`config.mk`:
```
export PLATFORM = sky130hd
export DESIGN_NAME = ms_arbiter_flat
export DESIGN_NICKNAME = d
export VERILOG_FILES = /design/src/rtl/ms_arbiter_if.sv /design/src/rtl/ms_arbiter.sv /design/src/flat_wrapper.sv
export SDC_FILE = /design/constraint.sdc
export NUM_CORES = 1
export LEC_CHECK = 0
export ABC_AREA = 1
export BUFFER_PORTS_ARGS = -buffer_cell sky130_fd_sc_hd__buf_2
export CORE_MARGIN = 8
export CORE_UTILIZATION = 45
export CTS_CLUSTER_DIAMETER = 100
export CTS_CLUSTER_SIZE = 14
export DETAILED_ROUTE_END_ITERATION = 8
export PLACE_DENSITY = 0.76
export SYNTH_ARGS = -nofsm -noshare
export SYNTH_HDL_FRONTEND = slang
export SYNTH_SLANG_ARGS = --single-unit
```
`constraint.sdc`:
```
create_clock -name clk -period 3.2 [get_ports clk]
set_input_delay 0.16 -clock clk [delete_from_list [all_inputs] [get_ports clk]]
set_output_delay 0.16 -clock clk [all_outputs]
set_load 0.02 [all_outputs]
```
`src/rtl/ms_arbiter_if.sv`:
```
// rtl/ms_arbiter_if.sv - requester, store and status signals of the main-store arbiter
interface ms_arbiter_if #(
  parameter int ADDR_W = 5,
  parameter int DATA_W = 8
);
  logic              req_cu;
  logic              we_cu;
  logic [ADDR_W-1:0] addr_cu;
  logic [DATA_W-1:0] wdata_cu;
  logic              gnt_cu;
  logic              ack_cu;
  logic [DATA_W-1:0] rdata_cu;

  logic              req_ext;
  logic              we_ext;
  logic [ADDR_W-1:0] addr_ext;
  logic [DATA_W-1:0] wdata_ext;
  logic              gnt_ext;
  logic              ack_ext;
  logic [DATA_W-1:0] rdata_ext;

  logic [ADDR_W-1:0] ms_addr;
  logic              ms_read;
  logic              ms_write;
  logic [DATA_W-1:0] ms_wdata;
  logic [DATA_W-1:0] ms_rdata;
  logic              busy;

  modport slave (
    input  req_cu, we_cu, addr_cu, wdata_cu,
    input  req_ext, we_ext, addr_ext, wdata_ext,
    input  ms_rdata,
    output gnt_cu, ack_cu, rdata_cu,
    output gnt_ext, ack_ext, rdata_ext,
    output ms_addr, ms_read, ms_write, ms_wdata, busy
  );

  modport master (
    output req_cu, we_cu, addr_cu, wdata_cu,
    output req_ext, we_ext, addr_ext, wdata_ext,
    output ms_rdata,
    input  gnt_cu, ack_cu, rdata_cu,
    input  gnt_ext, ack_ext, rdata_ext,
    input  ms_addr, ms_read, ms_write, ms_wdata, busy
  );
endinterface

```
`src/rtl/ms_arbiter.sv`:
```
// rtl/ms_arbiter.sv - two-requester round-robin arbiter for a single-port main store
module ms_arbiter #(
  parameter int ADDR_W = 5,
  parameter int DATA_W = 8
) (
  input  logic         clk,
  input  logic         rst,
  ms_arbiter_if.slave  bus
);

  typedef enum logic [2:0] {
    S_IDLE = 3'd0,
    S_ADDR = 3'd1,
    S_ACC  = 3'd2,
    S_CAPT = 3'd3,
    S_DONE = 3'd4
  } state_t;

  state_t            state_q, state_d;
  logic              owner_ext_q, owner_ext_d;
  logic              last_ext_q, last_ext_d;
  logic              we_q, we_d;
  logic [ADDR_W-1:0] addr_q, addr_d;
  logic [DATA_W-1:0] wdata_q, wdata_d;
  logic [DATA_W-1:0] rdata_cu_q, rdata_cu_d;
  logic [DATA_W-1:0] rdata_ext_q, rdata_ext_d;
  logic              pick_ext;

  always_ff @(posedge clk) begin
    if (!rst) begin
      state_q     <= S_IDLE;
      owner_ext_q <= 1'b0;
      last_ext_q  <= 1'b1;
      we_q        <= 1'b0;
      addr_q      <= '0;
      wdata_q     <= '0;
      rdata_cu_q  <= '0;
      rdata_ext_q <= '0;
    end else begin
      state_q     <= state_d;
      owner_ext_q <= owner_ext_d;
      last_ext_q  <= last_ext_d;
      we_q        <= we_d;
      addr_q      <= addr_d;
      wdata_q     <= wdata_d;
      rdata_cu_q  <= rdata_cu_d;
      rdata_ext_q <= rdata_ext_d;
    end
  end

  // On a tie the requester not served last wins; a lone requester always wins.
  always_comb begin
    pick_ext = bus.req_ext && (!bus.req_cu || !last_ext_q);
  end

  always_comb begin
    state_d     = state_q;
    owner_ext_d = owner_ext_q;
    last_ext_d  = last_ext_q;
    we_d        = we_q;
    addr_d      = addr_q;
    wdata_d     = wdata_q;
    rdata_cu_d  = rdata_cu_q;
    rdata_ext_d = rdata_ext_q;
    case (state_q)
      S_IDLE: begin
        if (bus.req_cu || bus.req_ext) begin
          state_d     = S_ADDR;
          owner_ext_d = pick_ext;
          last_ext_d  = pick_ext;
          we_d        = pick_ext ? bus.we_ext    : bus.we_cu;
          addr_d      = pick_ext ? bus.addr_ext  : bus.addr_cu;
          wdata_d     = pick_ext ? bus.wdata_ext : bus.wdata_cu;
        end
      end
      S_ADDR: state_d = S_ACC;
      S_ACC:  state_d = S_CAPT;
      S_CAPT: begin
        state_d = S_DONE;
        // Store data is valid the cycle after the read strobe.
        if (!we_q) begin
          if (owner_ext_q) rdata_ext_d = bus.ms_rdata;
          else             rdata_cu_d  = bus.ms_rdata;
        end
      end
      S_DONE:  state_d = S_IDLE;
      default: state_d = S_IDLE;
    endcase
  end

  assign bus.busy      = (state_q != S_IDLE);
  assign bus.gnt_cu    = bus.busy && !owner_ext_q;
  assign bus.gnt_ext   = bus.busy &&  owner_ext_q;
  assign bus.ack_cu    = (state_q == S_DONE) && !owner_ext_q;
  assign bus.ack_ext   = (state_q == S_DONE) &&  owner_ext_q;
  assign bus.ms_read   = (state_q == S_ACC) && !we_q;
  assign bus.ms_write  = (state_q == S_ACC) &&  we_q;
  assign bus.ms_addr   = addr_q;
  assign bus.ms_wdata  = wdata_q;
  assign bus.rdata_cu  = rdata_cu_q;
  assign bus.rdata_ext = rdata_ext_q;

endmodule

```
`src/flat_wrapper.sv`:
```
// flat-port wrapper written by rule: the top's interface ports become plain ports
module ms_arbiter_flat 
#(
  parameter int ADDR_W = 5,
  parameter int DATA_W = 8
)
  (clk, rst, bus_req_cu, bus_we_cu, bus_addr_cu, bus_wdata_cu, bus_req_ext, bus_we_ext, bus_addr_ext, bus_wdata_ext, bus_ms_rdata, bus_gnt_cu, bus_ack_cu, bus_rdata_cu, bus_gnt_ext, bus_ack_ext, bus_rdata_ext, bus_ms_addr, bus_ms_read, bus_ms_write, bus_ms_wdata, bus_busy);
  ms_arbiter_if #(.ADDR_W(ADDR_W), .DATA_W(DATA_W)) bus_i ();
  input  logic clk;
  input  logic rst;
  input wire logic [$bits(bus_i.req_cu)-1:0] bus_req_cu;
  input wire logic [$bits(bus_i.we_cu)-1:0] bus_we_cu;
  input wire logic [$bits(bus_i.addr_cu)-1:0] bus_addr_cu;
  input wire logic [$bits(bus_i.wdata_cu)-1:0] bus_wdata_cu;
  input wire logic [$bits(bus_i.req_ext)-1:0] bus_req_ext;
  input wire logic [$bits(bus_i.we_ext)-1:0] bus_we_ext;
  input wire logic [$bits(bus_i.addr_ext)-1:0] bus_addr_ext;
  input wire logic [$bits(bus_i.wdata_ext)-1:0] bus_wdata_ext;
  input wire logic [$bits(bus_i.ms_rdata)-1:0] bus_ms_rdata;
  output wire logic [$bits(bus_i.gnt_cu)-1:0] bus_gnt_cu;
  output wire logic [$bits(bus_i.ack_cu)-1:0] bus_ack_cu;
  output wire logic [$bits(bus_i.rdata_cu)-1:0] bus_rdata_cu;
  output wire logic [$bits(bus_i.gnt_ext)-1:0] bus_gnt_ext;
  output wire logic [$bits(bus_i.ack_ext)-1:0] bus_ack_ext;
  output wire logic [$bits(bus_i.rdata_ext)-1:0] bus_rdata_ext;
  output wire logic [$bits(bus_i.ms_addr)-1:0] bus_ms_addr;
  output wire logic [$bits(bus_i.ms_read)-1:0] bus_ms_read;
  output wire logic [$bits(bus_i.ms_write)-1:0] bus_ms_write;
  output wire logic [$bits(bus_i.ms_wdata)-1:0] bus_ms_wdata;
  output wire logic [$bits(bus_i.busy)-1:0] bus_busy;
  assign bus_i.req_cu = bus_req_cu;
  assign bus_i.we_cu = bus_we_cu;
  assign bus_i.addr_cu = bus_addr_cu;
  assign bus_i.wdata_cu = bus_wdata_cu;
  assign bus_i.req_ext = bus_req_ext;
  assign bus_i.we_ext = bus_we_ext;
  assign bus_i.addr_ext = bus_addr_ext;
  assign bus_i.wdata_ext = bus_wdata_ext;
  assign bus_i.ms_rdata = bus_ms_rdata;
  assign bus_gnt_cu = bus_i.gnt_cu;
  assign bus_ack_cu = bus_i.ack_cu;
  assign bus_rdata_cu = bus_i.rdata_cu;
  assign bus_gnt_ext = bus_i.gnt_ext;
  assign bus_ack_ext = bus_i.ack_ext;
  assign bus_rdata_ext = bus_i.rdata_ext;
  assign bus_ms_addr = bus_i.ms_addr;
  assign bus_ms_read = bus_i.ms_read;
  assign bus_ms_write = bus_i.ms_write;
  assign bus_ms_wdata = bus_i.ms_wdata;
  assign bus_busy = bus_i.busy;
  ms_arbiter #(.ADDR_W(ADDR_W), .DATA_W(DATA_W)) u_core (.clk(clk), .rst(rst), .bus(bus_i));
endmodule
```
* Word-level counts from Yosys, hierarchy flattened *
Index checks and enable logic that the tools add are counted.

storage, ports and cells
  flip-flop bits (word level) = 35
  input bits = 40
  output and inout port bits = 36
  logic and storage cells = 38

operators by class
  equality and inequality tests = 5
  mux-type cells = 5
  bitwise operators = 2
  reduce and logical (&&, ||, !) cells = 18

operator list
  kind                                           number
  case mux 3 bit (4 select lines)                1
  2-to-1 mux 8 bit                               1
  logical AND 1 bit                              7
  == test 3 x 2 -> 1 bit, second input constant  2
  AND reduction 3 bit                            2
  2-to-1 mux 5 bit                               1
  zero test 1 bit                                4
  == test 3 x 1 -> 1 bit, second input constant  1
  == test 3 bit, second input constant           1
  zero test 3 bit                                1
  2-to-1 mux 3 bit                               1
  nonzero test 3 bit                             1
  logical OR 1 bit                               2
  != test 2 x 1 -> 1 bit, second input constant  1
  NOT 1 bit                                      2
  AND reduction 2 bit                            1
  2-to-1 mux 1 bit                               1

* Depth between registers and ports, before layout *
Gate-level depths: netlist of run 1.

  depth in word-level cells = 4
  gate-level depth with buffers = 7
  depth with buffers taken out = 6

* Worst setup path after synthesis of run 1 *
OpenSTA, ideal clock, no wires.

  path type = register to output
  from = register u_core.owner_ext_q
  to = output bus_ack_ext
  arrival = 1.092 ns
  path slack = 1.948 ns
  stages on the path, launching flop included = 4
  cell sequence = dfxtp_1 clkbuf_1 inv_1 nor2_1

on the way
  cells in the longest elaborated chain, start to end = 1

ends and longest elaborated chain
  what                      RTL line            text
  start: declaration        ms_arbiter.sv:20    logic owner_ext_q, owner_ext_d;
  start signal: assignment  ms_arbiter.sv:41    owner_ext_q <= owner_ext_d;
  logical AND 1 bit         ms_arbiter.sv:95    assign bus.ack_ext = (state_q == S_DONE) && owner_ext_q;
  end: declaration          flat_wrapper.sv:24  output wire logic [$bits(bus_i.ack_ext)-1:0] bus_ack_ext;

Every way passes these cells.

* Worst setup path in the final report of run 1 *
  from = register u_core.owner_ext_q
  to = output bus_gnt_ext

on the way
  cells in the longest elaborated chain, start to end = 1

ends and longest elaborated chain
  what               RTL line            text
  logical AND 1 bit  ms_arbiter.sv:93    assign bus.gnt_ext = bus.busy && owner_ext_q;
  end: declaration   flat_wrapper.sv:23  output wire logic [$bits(bus_i.gnt_ext)-1:0] bus_gnt_ext;

Every way passes these cells.

==> results of run 1 <==
[state kept, by name, indices dropped and copies added (netlist names)]
name	flops
u_core.bus.ms_addr	5
u_core.bus.ms_wdata	8
u_core.bus.rdata_cu	8
u_core.bus.rdata_ext	8
u_core.last_ext_q	1
u_core.owner_ext_q	1
u_core.state_q	3
u_core.we_q	1
[power by group]
part / switching (W) / leakage (nW) / internal [W]
logic: 0.000173 / 0.994 / 0.0000919
registers: 0.0000226 / 0.287 / 0.000469
clock network: 0.000151 / 0.0470 / 0.000169
[logic make-up after synthesis]
family          count (synthesis)  synth area share
compound gates                 10           0.02974
buf+inv                        72            0.1597
flops                          35            0.3873
simple gates                  175            0.4232
[cells in the mapped netlist, drive strengths merged]
cell | instances | area [um2]
clkbuf | 6 | 22.52
a21oi | 10 | 53.80
nand2 | 92 | 357.8
nand3 | 11 | 80.07
dfxtp | 35 | 700.7
nor3 | 1 | 5.000
buf | 6 | 41.28
nor4 | 1 | 6.260
nand4 | 8 | 50.05
nor2 | 62 | 266.5
inv | 60 | 225.2
[metrics by stage]
step                      hold slack (ns)  total power (W)  std cells    util  instance area [um2]
final                              0.1598         0.001077        412  0.5760                 2271
after global routing               0.1664         0.001146        412  0.5760                 2271
after CTS                          0.1533         0.001092        412  0.5760                 2271
after detailed placement           0.4556        0.0007690        405  0.5538                 2183
after global placement             0.4465        0.0007642        405  0.5538                 2183
after floorplan                    0.3244        0.0006936        292       -                 1809
[per-layer routing]
layer  global-route usage  vias to the layer above  routed length, um
li1                     -                      987                  -
met5                    0                        -                  0
met1               0.1658                      725               2015
met4              0.04444                        0                 45
met2               0.2251                       57               1886
met3              0.06869                        4                431
[worst min path at each step]
stage / to / cells after the start / startpoint
after floorplan: u_core.bus.rdata_cu[0] / 2 / bus_ms_rdata[0]
after global routing: u_core.bus.rdata_cu[1] / 3 / bus_ms_rdata[1]
after CTS: u_core.bus.rdata_cu[1] / 3 / bus_ms_rdata[1]
final: u_core.bus.rdata_cu[1] / 3 / bus_ms_rdata[1]
after detailed placement: u_core.bus.rdata_cu[3] / 2 / u_core.bus.rdata_cu[3]
after global placement: u_core.bus.rdata_cu[4] / 2 / u_core.bus.rdata_cu[4]
[critical path: cells and delay by family, from the launching register on]
family	cells	cell delay [ns]
and+or+nand+nor	1	0.12
DFF	1	0.66
buffers and inverters	2	0.29
[layout make-up]
cell class	instances	area [um2]	area share
clock buffer	6	82.58	0.03636
clock inverter	1	5.005	0.002204
inverter	60	225.2	0.09917
multi-input combinational	185	819.5	0.3609
sequential	35	700.7	0.3085
tap	50	62.56	0.02755
timing repair buffer	75	375.4	0.1653
==> summary.txt, run 1 <==
Outcome
  • Outcome: completed

GRT
  • First-pass GRT wire length: 7.334 mm
  • Largest net degree at the start of global routing: 30
  • Overall routing resource usage: 0.1425
  • Gr ovfl total: 0
  • Vias in the first global route: 1727
  • Initial antenna violation count: 0

Finish
  • Commonest non-fill, non-tap cells in the layout: 89 x nand2_1, 75 x buf_2, 60 x inv_1, 58 x nor2_1, 35 x dfxtp_1
  • Layout Nets: 402
  • Layout area overhead: 25.52%
  • # diodes: 0
  • Commonest non-fill, non-tap cell in the layout: nand2_1
  • Layout fillers: 411
  • Share of post-route cells with drive strength above 1: 0.2541

STA
  • Max Slew Vio Count: 0
  • Setup violations, final: 0
  • Setup Skew: 0.005030 ns
  • Min cycle time layout: 1.515 ns
  • Worst Max-Slew Pin Slew: 0.8310 ns
  • Final hold vios: 0
  • RSZ-0062 raised after global routing: false
  • Setup TNS: 0 ns
  • Fin crit share: 0.4734
  • Fmax: 0.6601 GHz
  • Final setup margin: 1.685 ns
  • Slew margin rel.: 0.4447

Place
  • Setup WS pre-CTS: 1.780 ns
  • I/O Buffers: 75
  • GPL Wtd Cong: 0.8281
  • Dpl hpwl: 3.354 mm

Synthesis
  • Syn Inst Count: 292
  • Seq cells post-synth: 35
  • Syn nets: 332
  • Netlist cell types: 20
  • Syn avg cell area: 6.196 um2
  • Mapped Area: 1809 um2
  • Ys Warns: 0
  • Sequential-to-total area share from yosys stat: 0.3873

Floorplan
  • Die area: 6305 um2
  • Initial Utilization: 0.4589
  • Die H: 79.41 um
  • Cell row count: 23
  • Die Wd: 79.41 um
  • Floorplan core area: 3943 um2
  • # IOs: 76

Route
  • First-iteration detailed-routing DRC count: 84
  • Post-DR wirelength/cell: 10.62 um
  • Final ANT Viol Nets: 0
  • Vias per cell: 4.303
  • Routed wire length: 4.377 mm
  • Initial DRT Pass Iterations: 4
  • Post-route DRC violation count: 0
  • Total number of vias: 1773

Critical path
  • Reg2reg end: u_core.last_ext_q
  • Setup slack, reg-to-reg: 1.76 ns
  • R2R Path Start: u_core.last_ext_q
  • Setup crit start kind: flop
  • Crit Path Class: flop to output port
  • Critical Path End: bus_gnt_ext
  • Worst r2r path cells: 5
  • Crit path largest cell delay: 0.66 ns
  • Critical path origin: u_core.owner_ext_q
  • Crit-path cells: inv_1 -> nor2_1 -> buf_2
  • WP data arrival: 1.35 ns
  • Required @ worst endpoint: 3.04 ns
  • Endpoint class of the critical path: output port
  • Slowest stage cell, crit path: dfxtp_1
  • Worst Path Max Fanout: 14

Pwr
  • Maximum VDD drop: 0.3150 mV
  • Leakage: 1.327 nW
  • Pwr/cell area: 474.3 nW/um2

Clock tree
  • Post-CTS Setup Bufs: 0
  • Worst-path clk slew: 0.07 ns
  • Cts hold-fix bufs: 0
  • Post_cts resized: 0
  • Clock sink count: 35
  • TritonCTS clock tree: done
  • Clk root buf: clkbuf_8
  • H-tree depth: 2
  • Worst skew pair latency: 0.28 ns
  • Clock buffer depth: 2
  • CTS Buf Count: 5

Flow run
  • Max Cap Viol: 0

Min path
  • Worst Hold Class: input pin to flop
(Power assumes the default switching activity.)
==> run 2: changes to the inputs <==
- clock period: 3.2 -> 1.5 ns (I/O delays scaled with it)
==> run 2 against run 1 <==
  * Worst setup slack worse by 1.5 ns
  * Sequential share of layout area down 0.52 points
  * Critical path type unchanged
  * Count of clock-buffer cells in the layout up 1
  * Design area up 1.7%
  * Critical path depth up 2
  * Sequential cell count unchanged
  * Highest routed layer unchanged
  * First-iteration DRC count down 44%
  * Register-to-register slack worse by 1.6 ns
  * Clock power up 100%
  * Combinational power up 120%
==> summary.txt, run 2 (synthesized netlist as in run 1, its figures left out) <==
Critical path
  • Crit Path Class: flop to output port
  • WP data arrival: 1.27 ns (-0.08 ns)
  • Setup slack, reg-to-reg: 0.16 ns (-1.60 ns)
  • Crit path largest cell delay: 0.49 ns (-0.17 ns)
  • Slowest stage cell, crit path: dfxtp_1
  • R2R Path Start: u_core.state_q[0]
  • Endpoint class of the critical path: output port
  • Crit-path cells: nor2_4 -> nand2_4 -> inv_1 -> nor2_1 -> buf_2
  • Setup crit start kind: flop
  • Reg2reg end: u_core.bus.rdata_cu[1]
  • Crit path buffers/inverters: 2 (unchanged)
  • Required @ worst endpoint: 1.42 ns (-1.62 ns)
  • Worst Path Max Fanout: 5 (-9)
  • CP delay by family, top: flip-flops
  • Worst r2r path cells: 5 (unchanged)

Finish
  • Commonest non-fill, non-tap cells in the layout: 89 x nand2_1, 75 x buf_2, 60 x inv_1, 58 x nor2_1, 35 x dfxtp_1
  • Layout fillers: 389 (-5.4%)
  • Share of post-route cells with drive strength above 1: 0.2629 (+0.008729)
  • Layout Nets: 408 (+1.5%)
  • Layout area overhead: 27.66%
  • Commonest non-fill, non-tap cell in the layout: nand2_1
  • # diodes: 0 (unchanged)

Clock tree
  • CTS Buf Count: 5 (unchanged)
  • TritonCTS clock tree: done
  • Worst-path clk slew: 0.07 ns (about the same)
  • Cts hold-fix bufs: 0 (unchanged)
  • H-tree depth: 2 (unchanged)
  • Post-CTS Setup Bufs: 0 (unchanged)
  • Clock buffer depth: 2 (unchanged)
  • Clock sink count: 35 (unchanged)
  • Clk root buf: clkbuf_8
  • Worst skew pair latency: 0.28 ns (about the same)
  • Post_cts resized: 0 (unchanged)

Floorplan
  • Initial Utilization: 0.4589 (unchanged)
  • # IOs: 76 (unchanged)
  • Cell row count: 23 (unchanged)
  • Die Wd: 79.41 um (unchanged)
  • Die area: 6305 um2 (unchanged)
  • Die H: 79.41 um (unchanged)
  • Floorplan core area: 3943 um2 (unchanged)

Route
  • Post-route DRC violation count: 0 (unchanged)
  • Initial DRT Pass Iterations: 4 (unchanged)
  • Routed wire length: 4.316 mm (-1.4%)
  • Final ANT Viol Nets: 0 (unchanged)
  • First-iteration detailed-routing DRC count: 47 (-44%)
  • Vias per cell: 4.322 (+0.44%)
  • Post-DR wirelength/cell: 10.30 um (-3.0%)
  • Total number of vias: 1811 (+2.1%)

Min path
  • Hold_sp: bus_ms_rdata[4]
  • WHS Path Cells: 3 (unchanged)
  • Worst Hold Class: input pin to flop
  • Hold Crit Endpoint: u_core.bus.rdata_cu[4]

STA
  • Worst Max-Slew Pin Slew: 0.4032 ns (-0.4278 ns)
  • Slew margin rel.: 0.7302 (+0.2855)
  • Final setup margin: 0.1593 ns (-1.526 ns)
  • Min cycle time layout: 1.341 ns
  • Setup violations, final: 0 (unchanged)
  • Final hold vios: 0 (unchanged)
  • Setup Skew: 0.004315 ns (-0.0007154 ns)
  • Fmax: 0.7459 GHz
  • Max Slew Vio Count: 0 (unchanged)
  • RSZ-0062 raised after global routing: false
  • Setup TNS: 0 ns (unchanged)
  • Fin crit share: 0.8938

GRT
  • Overall routing resource usage: 0.1408 (-0.001673)
  • Gr ovfl total: 0 (unchanged)
  • Vias in the first global route: 1737 (+0.58%)
  • First-pass GRT wire length: 7.300 mm (-0.46%)
  • Initial antenna violation count: 0 (unchanged)
  • Largest net degree at the start of global routing: 19 (-37%)

Place
  • Dpl hpwl: 3.396 mm (+1.2%)
  • I/O Buffers: 75 (unchanged)
  • Setup WS pre-CTS: 0.1842 ns (-1.596 ns)
  • GPL Wtd Cong: 0.8256 (-0.30%)

Pwr
  • Comb power frac: 0.257 (+0.011)
  • Maximum VDD drop: 0.4121 mV (+31%)
  • Leakage: 1.352 nW (+1.8%)
  • Internal power: 0.001538 W (+110%)
  • Clock power share: 0.286 (-0.011)
  • Pwr/cell area: 990.4 nW/um2 (+110%)
  • Share of power burned in registers: 0.457 (about the same)
  • Sw Share: 0.3274 (+0.004989)
  • Psw: 0.0007490 W (+120%)

Flow run
  • Max Cap Viol: 0 (unchanged)

Outcome
  • Outcome: completed
-- run 2: area by class of cell --
| type | count | area, um2 | share of cell area |
|---|---|---|---|
| Multi-Input combinational cell | 185 | 819.5 | 0.3548 |
| Sequential cell | 35 | 700.7 | 0.3034 |
| Timing Repair Buffer | 81 | 420.4 | 0.1820 |
| Inverter | 60 | 225.2 | 0.09751 |
| Clock buffer | 7 | 76.32 | 0.03304 |
| Tap cell | 50 | 62.56 | 0.02709 |
| Clock inverter | 1 | 5.005 | 0.002167 |
-- run 2: power groups by stage --
stage	Clock, W	Sequential, W	Combinational (W)
after floorplan	0	0.00113	0.000350
after global placement	0	0.00106	0.000589
after detailed placement	0	0.00107	0.000599
after CTS	0.000672	0.00104	0.000600
after global routing	0.000717	0.00105	0.000675
final	0.000654	0.00104	0.000589
-- run 2: stage by stage --
stage / total power (W) / hold slack [ns] / utilization / instance area, um2 / cells
floorplan: 0.001480 / 0.2394 / - / 1809 / 292
global placement: 0.001651 / 0.3639 / 0.5652 / 2228 / 411
detailed placement: 0.001664 / 0.3645 / 0.5652 / 2228 / 411
CTS: 0.002317 / 0.06742 / 0.5858 / 2310 / 419
global route: 0.002444 / 0.08047 / 0.5858 / 2310 / 419
finish: 0.002288 / 0.07769 / 0.5858 / 2310 / 419
-- run 2: worst max-delay path by stage --
stage,startpoint,end,slack [ns],depth (start not counted)
after floorplan,u_core.state_q[2],u_core.bus.ms_addr[4],0.33,7
after global placement,u_core.state_q[0],u_core.bus.rdata_cu[3],0.22,5
after detailed placement,u_core.state_q[0],u_core.bus.rdata_cu[6],0.18,5
after CTS,u_core.state_q[2],bus_gnt_ext,0.16,5
after global routing,u_core.state_q[0],u_core.bus.rdata_cu[5],0.04,5
final,u_core.state_q[2],bus_gnt_ext,0.16,5
-- run 2: worst reg2reg max path: cells and delay by family, from the launching register on --
kind / cells / cell delay [ns]
AOI/OAI and AO/OA: 1 / 0.07
DFF: 1 / 0.40
and+or+nand+nor: 4 / 0.75
-- run 2: routing by layer --
layer / wire length (um) / track usage / vias to the layer above
met5: 0 / 0 / -
met3: 472 / 0.06757 / 5
li1: - / - / 1000
met2: 1925 / 0.2342 / 63
met1: 1876 / 0.1564 / 743
met4: 42 / 0.03889 / 0
==> run 3: changes to the inputs <==
==> constraint.sdc (replaced) <==
create_clock -name clk -period 1.5 [get_ports clk]
set_input_delay 0.225 -clock clk [delete_from_list [all_inputs] [get_ports clk]]
set_output_delay 0.225 -clock clk [all_outputs]
set_load 0.02 [all_outputs]
==> run 3 against run 2 <==
  * Worst hold slack better by 0.15 ns
  * Design area increased by 2.0%
  * Sequential power hardly changed
  * Utilization grew 1.1 points
  * Register-to-register slack better by 0.10 ns
  * Largest cell class unchanged
  * Clock skew about the same
==> summary.txt, run 3 (synthesized netlist as in run 1, its figures left out) <==
Outcome
  • Outcome: completed

STA
  • Min cycle time layout: 1.415 ns (+0.07463 ns)
  • Worst Max-Slew Pin Slew: 0.3933 ns (-0.009937 ns)
  • Setup violations, final: 0 (unchanged)
  • Fmax: 0.7066 GHz (-5.3%)
  • Setup TNS: 0 ns (unchanged)
  • RSZ-0062 raised after global routing: false
  • Final hold vios: 0 (unchanged)
  • Setup Skew: 0.004814 ns (+0.0004989 ns)
  • Final hold slack: 0.2310 ns (+0.1533 ns)
  • Slew margin rel.: 0.7369 (+0.006649)
  • Max Slew Vio Count: 0 (unchanged)
  • Fin crit share: 0.9435 (+0.04975)

Finish
  • # diodes: 0 (unchanged)
  • Layout area overhead: 30.15%
  • Layout fillers: 396 (+1.8%)
  • Fin cells: 423 (+0.95%)
  • Final cell utilization of the core: 0.5973 (+0.01143)
  • Layout Nets: 412 (+0.98%)
  • Share of post-route cells with drive strength above 1: 0.2869 (+0.02399)
  • Seq. cell area: 706.9 um2 (+0.89%)
  • Commonest non-fill, non-tap cell in the layout: nand2_1
  • Commonest non-fill, non-tap cells in the layout: 89 x nand2_1, 73 x buf_2, 58 x nor2_1, 57 x inv_1, 32 x dfxtp_1
  • Fin area: 2355 um2 (+2.0%)
  • Multi-input gate area: 819.5 um2 (unchanged)

Critical path
  • WP data arrival: 1.19 ns (-0.08 ns)
  • Endpoint class of the critical path: output port
  • Crit Path Class: flop to output port
  • Setup crit start kind: flop
  • Required @ worst endpoint: 1.27 ns (-0.15 ns)
  • Worst Path Max Fanout: 5 (unchanged)

Route
  • Final ANT Viol Nets: 0 (unchanged)
  • First-iteration detailed-routing DRC count: 86 (+83%)
  • Initial DRT Pass Iterations: 4 (unchanged)
  • Vias per cell: 4.272 (-1.2%)
  • Post-DR wirelength/cell: 10.04 um (-2.6%)
  • Routed wire length: 4.246 mm (-1.6%)
  • Total number of vias: 1807 (-0.22%)
  • Post-route DRC violation count: 0 (unchanged)

GRT
  • Largest net degree at the start of global routing: 25 (+6)
  • Overall routing resource usage: 0.1437 (+0.002845)
  • Gr ovfl total: 0 (unchanged)
  • Initial antenna violation count: 0 (unchanged)
  • Vias in the first global route: 1768 (+1.8%)
  • First-pass GRT wire length: 7.396 mm (+1.3%)

Place
  • Placement Cell Area: 2228 um2 (unchanged)
  • Placed Instances: 411 (unchanged)
  • Dpl hpwl: 3.276 mm (-3.5%)
  • GPL Wtd Cong: 0.8114 (-1.7%)
  • I/O Buffers: 75 (unchanged)

Pwr
  • Maximum VDD drop: 0.5625 mV (+36%)
  • Pwr/cell area: 979.1 nW/um2 (-1.1%)
  • Leakage: 1.368 nW (+1.2%)

Floorplan
  • Die Wd: 79.41 um (unchanged)
  • Floorplan core area: 3943 um2 (unchanged)
  • Die area: 6305 um2 (unchanged)
  • Cell row count: 23 (unchanged)
  • Die H: 79.41 um (unchanged)
  • # IOs: 76 (unchanged)
  • Initial Utilization: 0.4589 (unchanged)

Clock tree
  • Clock sink count: 35 (unchanged)
  • Clock buffer depth: 2 (unchanged)
  • Worst skew pair latency: 0.28 ns (about the same)
  • CTS Buf Count: 5 (unchanged)
  • Cts hold-fix bufs: 0 (unchanged)
  • Worst-path clk slew: 0.06 ns (about the same)
  • Clk root buf: clkbuf_8
  • H-tree depth: 2 (unchanged)
  • TritonCTS clock tree: done

Flow run
  • Max Cap Viol: 0 (unchanged)

Min path
  • Worst Hold Class: input pin to flop
run 3: changes by cell type in the layout (fill, tap and decap cells not counted), sizes merged:
cell      before  now
clkinvlp       0    1
buf           81   85
inv           60   59
run 3: report_power, final:
group | total, W | internal [W] | switching, W | leakage, nW
registers | 0.00105 | 0.00100 | 0.0000444 | 0.288
clock network | 0.000649 | 0.000326 | 0.000323 | 0.0422
logic | 0.000611 | 0.000231 | 0.000381 | 1.04
total | 0.00231 | 0.00156 | 0.000749 | 1.37
run 3: layout make-up:
| type | instances | area share |
|---|---|---|
| multi-input combinational | 185 | 0.3480 |
| inverter | 60 | 0.09724 |
| clock inverter | 1 | 0.002125 |
| timing repair buffer | 85 | 0.1934 |
| clock buffer | 7 | 0.03241 |
| sequential | 35 | 0.3002 |
| tap | 50 | 0.02657 |
run 3: what timing repair did:
action                     CTS  global route
setup endpoints to repair    4             4
pin swaps                    0             1
buffers inserted             0             4
gates resized for setup      1             8
run 3: final timing paths:
kind                                        startpoint                endpoint  slack (ns)  cells after the start
worst max-delay path                 u_core.state_q[2]            bus_ms_write        0.08                      4
worst min-delay path                   bus_ms_rdata[6]  u_core.bus.rdata_cu[6]        0.23                      3
worst max register to register       u_core.state_q[0]  u_core.bus.rdata_cu[3]        0.26                      5
worst min register to register  u_core.bus.rdata_cu[4]  u_core.bus.rdata_cu[4]        0.46                      2
run 3: through the flow:
step	total power, W	worst slack, ns
CTS	0.002326	0.02601
finish	0.002306	0.08470
global placement	0.001650	0.2957
detailed placement	0.001661	0.2567
floorplan	0.001480	0.1833
global route	0.002479	0.008669
run 3: worst max-delay path, stage by stage, from the launching register on:
cell     delay (ns)
dfxtp_4        0.37
nor2_4         0.17
nand2_1        0.08
nor2_1         0.12
buf_4          0.16
run 3: layer usage:
metal	wire [um]	GRT usage
met1	1951	0.1631
met2	1839	0.2317
met3	399	0.06644
met4	55	0.05000
met5	0	0
